### src/rtl/draw_arbiter.sv
// Round-robin arbiter that gives one of three requesters the sprite drawer,
// latches its coordinates, and guards each draw with a watchdog.
//   state   | meaning
//   IDLE    | no owner; pick a winner when any req is high
//   ISSUE   | one-cycle drawStart pulse to the drawer
//   BUSY    | wait for drawDone or a watchdog expiry
//   RELEASE | one-cycle done pulse to the owner, then back to IDLE
module draw_arbiter #(
  parameter logic [23:0] TIMEOUT = 24'd2_000_000
) (
  input  logic        clock,
  input  logic        reset,
  input  logic [2:0]  req,
  input  logic [26:0] reqX,
  input  logic [23:0] reqY,
  input  logic [5:0]  reqSprite,
  input  logic        drawDone,
  output logic        drawStart,
  output logic [8:0]  drawX,
  output logic [7:0]  drawY,
  output logic [1:0]  drawSprite,
  output logic [2:0]  grant,
  output logic [2:0]  done,
  output logic        busy,
  output logic        timeoutErr
);

  typedef enum logic [1:0] {
    S_IDLE,
    S_ISSUE,
    S_BUSY,
    S_RELEASE
  } state_t;

  state_t      state_q;
  logic        draw_start_q;
  logic [8:0]  draw_x_q;
  logic [7:0]  draw_y_q;
  logic [1:0]  draw_sprite_q;
  logic [2:0]  grant_q;
  logic [2:0]  done_q;
  logic        busy_q;
  logic        timeout_err_q;
  logic [23:0] count_q;
  logic [1:0]  last_q;
  logic [1:0]  owner_q;

  logic [1:0]  win_d;
  logic [2:0]  win_onehot_d;
  logic [8:0]  win_x_d;
  logic [7:0]  win_y_d;
  logic [1:0]  win_sprite_d;
  logic        count_hit;

  // Search starts one past the previous owner and wraps around.
  function automatic logic [1:0] rr_pick(input logic [2:0] r, input logic [1:0] last);
    logic [1:0] s0, s1, s2;
    case (last)
      2'd0:    begin s0 = 2'd1; s1 = 2'd2; s2 = 2'd0; end
      2'd1:    begin s0 = 2'd2; s1 = 2'd0; s2 = 2'd1; end
      default: begin s0 = 2'd0; s1 = 2'd1; s2 = 2'd2; end
    endcase
    if (r[s0])      rr_pick = s0;
    else if (r[s1]) rr_pick = s1;
    else            rr_pick = s2;
  endfunction

  always_comb begin
    win_d        = rr_pick(req, last_q);
    win_onehot_d = 3'b001;
    win_x_d      = reqX[8:0];
    win_y_d      = reqY[7:0];
    win_sprite_d = reqSprite[1:0];
    case (win_d)
      2'd1: begin
        win_onehot_d = 3'b010;
        win_x_d      = reqX[17:9];
        win_y_d      = reqY[15:8];
        win_sprite_d = reqSprite[3:2];
      end
      2'd2: begin
        win_onehot_d = 3'b100;
        win_x_d      = reqX[26:18];
        win_y_d      = reqY[23:16];
        win_sprite_d = reqSprite[5:4];
      end
      default: ;
    endcase
  end

  assign count_hit = (count_q == (TIMEOUT - 24'd1));

  always_ff @(posedge clock or posedge reset) begin
    if (reset) begin
      state_q       <= S_IDLE;
      draw_start_q  <= 1'b0;
      draw_x_q      <= '0;
      draw_y_q      <= '0;
      draw_sprite_q <= '0;
      grant_q       <= '0;
      done_q        <= '0;
      busy_q        <= 1'b0;
      timeout_err_q <= 1'b0;
      count_q       <= '0;
      last_q        <= 2'd2;
      owner_q       <= 2'd0;
    end else begin
      case (state_q)
        S_IDLE: begin
          if (|req) begin
            state_q       <= S_ISSUE;
            owner_q       <= win_d;
            grant_q       <= win_onehot_d;
            draw_x_q      <= win_x_d;
            draw_y_q      <= win_y_d;
            draw_sprite_q <= win_sprite_d;
            draw_start_q  <= 1'b1;
            busy_q        <= 1'b1;
          end
        end
        S_ISSUE: begin
          state_q      <= S_BUSY;
          draw_start_q <= 1'b0;
          count_q      <= '0;
        end
        S_BUSY: begin
          if (drawDone) begin
            state_q <= S_RELEASE;
            done_q  <= grant_q;
          end else if (count_hit) begin
            state_q       <= S_RELEASE;
            done_q        <= grant_q;
            timeout_err_q <= 1'b1;
          end else if (count_q != 24'hFF_FFFF) begin
            count_q <= count_q + 24'd1;
          end
        end
        S_RELEASE: begin
          state_q <= S_IDLE;
          done_q  <= '0;
          grant_q <= '0;
          busy_q  <= 1'b0;
          last_q  <= owner_q;
        end
        default: state_q <= S_IDLE;
      endcase
    end
  end

  assign drawStart  = draw_start_q;
  assign drawX      = draw_x_q;
  assign drawY      = draw_y_q;
  assign drawSprite = draw_sprite_q;
  assign grant      = grant_q;
  assign done       = done_q;
  assign busy       = busy_q;
  assign timeoutErr = timeout_err_q;

endmodule

### config.mk
export PLATFORM = sky130hd
export DESIGN_NAME = draw_arbiter
export DESIGN_NICKNAME = d
export VERILOG_FILES = /design/src/rtl/draw_arbiter.sv
export SDC_FILE = /design/constraint.sdc
export NUM_CORES = 1
export LEC_CHECK = 0
export ABC_AREA = 1
export CELL_PAD_IN_SITES_DETAIL_PLACEMENT = 1
export CELL_PAD_IN_SITES_GLOBAL_PLACEMENT = 1
export CORE_MARGIN = 2
export CORE_UTILIZATION = 31
export DETAILED_ROUTE_END_ITERATION = 10
export GPL_TIMING_DRIVEN = 0
export PLACE_DENSITY_LB_ADDON = 0.1
export SYNTH_ARGS = -nofsm -noshare
export SYNTH_HDL_FRONTEND = slang
export SYNTH_SLANG_ARGS = --single-unit
### constraint.sdc
create_clock -name clock -period 2.16 [get_ports clock]
set_clock_uncertainty 0.05 [all_clocks]
set_input_delay 0.432 -clock clock [delete_from_list [all_inputs] [get_ports clock]]
set_output_delay 0.432 -clock clock [all_outputs]
set_load 0.1 [all_outputs]
# Yosys cells after proc, flatten, opt, wreduce, memory -nomap -nowiden
# Cells that the tools add are included.
[classes]
add_sub_neg = 1
order_cmp = 2
n_eq_ne = 13
mux = 29
bitwise = 1
reduce_logical = 14
[op_table]
columns = ["cell", "count"]
rows = [
  ["$mux W24", 3],
  ["$pmux W24 S2", 1],
  ["$add A24 B1 Y24 const B", 1],
  ["$eq A24 B21 Y1 const B", 1],
  ["$ne A24 B24 Y1 const B", 1],
  ["$pmux W3 S2", 3],
  ["$pmux W9 S2", 1],
  ["$pmux W2 S2", 4],
  ["$pmux W8 S2", 1],
  ["$mux W2", 5],
  ["$reduce_and A2 Y1", 5],
  ["$mux W3", 3],
  ["$ne A2 B2 Y1 const B", 4],
  ["$pmux W2 S4", 1],
  ["$reduce_bool A2 Y1", 4],
  ["$eq A2 B1 Y1 const B", 3],
  ["$eq A2 B2 Y1 const B", 3],
  ["$lt A2 B3 Y1 const B", 2],
  ["$bmux W1 S2", 2],
  ["$logic_not A2 Y1", 2],
  ["$pmux W1 S2", 2],
  ["$reduce_and A4 Y1", 1],
  ["$mux W1", 3],
  ["$ne A3 B3 Y1 const B", 1],
  ["3 further kinds", 3],
]
[word_totals]
ff_bits = 58
output_inout_bits = 28

# Logic depth before layout (Yosys ltp)
[logic_depth]
ltp_word = 10
depth_mapped = 13

# Worst setup path before layout
# Ideal clock, no wire load.
[synth_path]
path_kind = "register -> register"
from = "register last_q[1]"
to = "register draw_sprite_q[0] (netlist: drawSprite[0])"
setup_time_ns = 0.083
arrival_ns = 2.081
t_required_ns = 2.027
path_slack_ns = -0.053
stages_incl_launch_ff = 12
n_path_buf = 2
synth_period_minus_slack_ns = 2.213
cell_sequence = "dfstp_2 > inv_1 > o211ai_1 > inv_1 > a21boi_0 > inv_1 > ha_1 > clkbuf_1 > inv_1 > clkbuf_1 > nor2_1 > o21ai_0"
[synth_via]
elab_chain_cells = 8
elab_cells_between_ends = 14
[synth_rtl]
columns = ["element", "line_no", "source"]
rows = [
  ["start: declaration", "45", "logic [1:0] last_q;"],
  ["start signal: assignment", "143", "last_q <= owner_q;"],
  ["$eq A2 B1 Y1 / $logic_not A2 Y1 (equally long branches)", "58", "case (last)"],
  ["$pmux W2 S2", "58", ""],
  ["$bmux W1 S2", "64", "else if (r[s1]) rr_pick = s1;"],
  ["$mux W1 (not written as such)", "64", ""],
  ["$mux W2", "64", ""],
  ["$mux W2 *", "63", "if (r[s0]) rr_pick = s0;"],
  ["named net win_d[1]", "48", "logic [1:0] win_d;"],
  ["$eq A2 B2 Y1 / $eq A2 B1 Y1 (equally long branches)", "74", "case (win_d)"],
  ["$pmux W2 S2 *", "74", ""],
  ["end signal: assignment", "116", "draw_sprite_q <= win_sprite_d;"],
  ["end: declaration", "39", "logic [1:0] draw_sprite_q;"],
]
# The timed path passes the listed nets; every way through them passes the cells marked *. The select of a mux whose other input is x is not followed.
# A chain may end at the register's enable or synchronous reset.

# Final worst setup path
[layout_path]
from = "register last_q[1]"
to = "register draw_y_q[4] (netlist: drawY[4])"
[layout_via]
elab_chain_cells = 8
elab_cells_between_ends = 14
[layout_rtl]
columns = ["element", "line_no", "source"]
rows = [
  ["$eq A2 B1 Y1 / $logic_not A2 Y1 (equally long branches)", "58", ""],
  ["$pmux W2 S2", "58", ""],
  ["$bmux W1 S2", "64", ""],
  ["$mux W1 (not written as such)", "64", ""],
  ["$mux W2", "64", ""],
  ["$mux W2 *", "63", ""],
  ["named net win_d[1]", "48", ""],
  ["$eq A2 B2 Y1 / $eq A2 B1 Y1 (equally long branches)", "74", ""],
  ["$pmux W8 S2 *", "74", ""],
  ["end signal: assignment", "115", "draw_y_q <= win_y_d;"],
  ["end: declaration", "38", "logic [7:0] draw_y_q;"],
]
# Marks and branches as above.

==> summary.md <==
| Metric | Value |
|---|---|
| DRT antenna net count | 0 |
| Root Driver | clkbuf_16 |
| Die Height | 113.5 µm |
| Commonest non-fill, non-tap cell in the layout | nand2_1 |
| Crit path time final | 2.094 ns |
| Row cnt | 39 |
| Via density per instance | 4.948 |
| Fin crit share | 0.9695 |
| Fin. max-slew vios | 0 |
| Worst-path clk slew | 0.06 ns |
| Register area share after synthesis | 0.3910 |
| TritonCTS clock tree | done |
| TritonCTS Buffers | 9 |
| Total chip power | 8.439 mW |
| Post-Syn Area | 0.003715 mm² |
| Clock Path Buffers | 2 |
| Setup ws final | 0.06586 ns |
| Peak supply drop | 0.9090 mV |
| Clock Latency Late Sink | 0.35 ns |
| Worst Path Arrival | 2.27 ns |
| DP HPWL | 9784 µm |
| Crit end category | register |
| Synthesized instance count | 550 |
| Initial Utilization | 0.3212 |
| Slew HR | 0.3335 |
| Drt drc | 0 |
| CTS Sinks | 58 |
| Setup Viol. Count Final | 0 |
| Largest net degree at the start of global routing | 41 |
| PwrDens | 1587 mW/mm² |
| Antenna cells | 0 |
| Fin. Hold Viols | 0 |
| Num ports | 91 |
| Crit Path Class | register to register |
| Critical path required time | 2.34 ns |
| Pre-CTS setup slack | -0.8718 ns |
| Syn_nets | 621 |
| Layout cell share with drive strength beyond 1 | 0.1210 |
| Vias in the first global route | 4276 |
| GRT Total Usage | 0.2118 |
| GP Congestion | 0.8617 |
| Status | finished, final reports clean |
| RSZ-0062 raised after global routing | true |
| Number of DRC markers in iteration 0 | 173 |
| H-Tree Depth | 3 |
| Largest fanout on the critical path | 10 |
| Initial antenna violation count | 0 |
| Max-Cap Viols | 0 |
| FF+latch count, synth | 58 |
| Unique cell type count in the Yosys netlist | 29 |
| Routed WL | 12820 µm |
| Area of the core | 0.01156 mm² |
| Commonest cells after routing, fill and taps aside | nand2_1 (180), nor2_1 (72), clkdlybuf4s50_1 (60) |
| Drt first pass iters | 4 |
| Overflow after GRT | 0 |
| First-pass GRT wire length | 21130 µm |
| Count of hold-fix buffers inserted at cts | 0 |
| FMAX | 477.5 MHz |
| Worst slew pin tran | 1.004 ns |
| Nets | 727 |
| Critical path launch point type | register |
| Die area | 0.01288 mm² |
| PortBufs | 90 |
| Lkg Pwr | 2.428 nW |
| Die Width | 113.5 µm |
| Synth Warn # | 0 |
| Tightest Hold Check Type | input pin to async pin |
| Syn_area_per_cell | 6.754 µm² |
| Area growth, synth to finish | 43.18% |
| Fill cell count | 1441 |
| Via count | 3978 |
| DR WL/cell | 15.94 µm |
## sequential cells by signal (all words and copies together) (netlist names), 2 cells and up
| signal | cells |
|---|---|
| count_q | 24 |
| grant | 3 |
| drawX | 9 |
| drawSprite | 2 |
| done | 3 |
| drawY | 8 |
| state_q | 2 |
| owner_q | 2 |
| last_q | 2 |
## synth_stat cells
cell type / instances / area [µm²]
o22ai_1: 2 / 12.51
a21oi_1: 5 / 25.02
buf_2: 3 / 15.01
o211ai_1: 1 / 7.510
nand2_2: 3 / 18.77
clkbuf_1: 15 / 56.30
inv_2: 3 / 11.26
or2_2: 1 / 6.260
nor2_1: 86 / 322.8
a21boi_0: 1 / 7.510
nor2_2: 2 / 12.51
buf_6: 2 / 22.52
nand2_4: 2 / 22.52
o21bai_1: 2 / 15.01
a21o_1: 1 / 7.510
nor2_4: 1 / 11.26
xor2_1: 2 / 17.52
nand3_1: 39 / 195.2
a22o_1: 19 / 166.4
nand3_2: 1 / 10.01
nand2_1: 181 / 679.4
nor3_1: 5 / 25.02
nand4_1: 9 / 56.30
ha_1: 8 / 100.1
inv_1: 44 / 165.2
dfrtp_1: 57 / 1426
nand3b_1: 1 / 7.510
o21ai_0: 53 / 265.3
dfstp_2: 1 / 26.28
## critical path, stage by stage (launching register included)
cell and delay (ns):
dfstp_2 0.55, inv_4 0.05, o211ai_1 0.19, inv_1 0.10, a21boi_2 0.22, inv_2 0.07, ha_4 0.17, clkbuf_8 0.16
a22o_1 0.21, o21ai_1 0.12, o21ai_1 0.09
## worst paths after layout
| path | endpoint | depth (start not counted) | start | slack [ns] |
|---|---|---|---|---|
| setup / recovery | drawY[4]$_DFFE_PP0P_ | 10 | last_q[1]$_DFFE_PP1P_ | 0.07 |
| hold / removal | drawX[2]$_DFFE_PP0P_ | 2 | reset | 0.36 |
| setup reg to reg | drawY[4]$_DFFE_PP0P_ | 10 | last_q[1]$_DFFE_PP1P_ | 0.07 |
| hold reg to reg | timeoutErr$_DFFE_PP0P_ | 1 | timeoutErr$_DFFE_PP0P_ | 0.42 |
| max in group asynchronous | last_q[1]$_DFFE_PP1P_ | 3 | reset | 1.06 |
| min in group clock | timeoutErr$_DFFE_PP0P_ | 1 | timeoutErr$_DFFE_PP0P_ | 0.42 |
## metrics by stage
step / TNS (ns) / cells / hold WS, ns / cell area [µm²] / util
floorplan: 0 / 550 / 0.3993 / 3719 / -
global placement: -71.82 / 783 / 0.4067 / 4798 / 0.4149
detailed placement: -17.70 / 784 / 0.4229 / 4818 / 0.4166
CTS: -0.004546 / 803 / 0.3733 / 5220 / 0.4514
global route: -0.4916 / 804 / 0.3933 / 5319 / 0.4599
finish: 0 / 804 / 0.3597 / 5319 / 0.4599
## final cells by class
| class | count | area, µm² | share of cell area |
|---|---|---|---|
| Inverter | 47 | 183.9 | 0.03458 |
| Timing Repair Buffer | 95 | 932.1 | 0.1753 |
| Tap cell | 143 | 178.9 | 0.03364 |
| Clock buffer | 10 | 239.0 | 0.04493 |
| Buffer | 20 | 160.2 | 0.03011 |
| Sequential cell | 58 | 1454 | 0.2733 |
| Clock inverter | 6 | 88.84 | 0.01670 |
| Multi-Input combinational cell | 425 | 2082 | 0.3914 |
## what timing repair did
item,in CTS,in global routing
buffers inserted,1,1
setup endpoints to repair,67,48
cloned,2,0
pin swaps,2,6
resized for setup,66,67
## metal layers
layer / track usage / part of all wire / vias to the layer above
li1: - / - / 1991
met3: 0.07705 / 0.060 / 18
met5: 0 / 0 / -
met2: 0.3800 / 0.50 / 84
met4: 0.07642 / 0.022 / 0
met1: 0.2295 / 0.41 / 1885
## where the power goes
| group | internal [mW] | leakage [nW] | switching (mW) | total (mW) |
|---|---|---|---|---|
| combinational | 1.53 | 1.51 | 3.71 | 5.23 |
| clock | 1.04 | 0.155 | 0.558 | 1.60 |
| sequential | 1.41 | 0.760 | 0.199 | 1.61 |
| total | 3.98 | 2.43 | 4.46 | 8.44 |
## kinds of logic (layout without fill, tap and decap cells)
kind of cell,count (synthesis),count (layout),synth area share
compound gates,84,84,0.1364
flops,58,58,0.3910
fa+ha+maj,8,8,0.02695
xor+xnor,2,2,0.004716
buf+inv,67,178,0.07275
simple gates,331,331,0.3681
(Power assumes the default switching activity.)
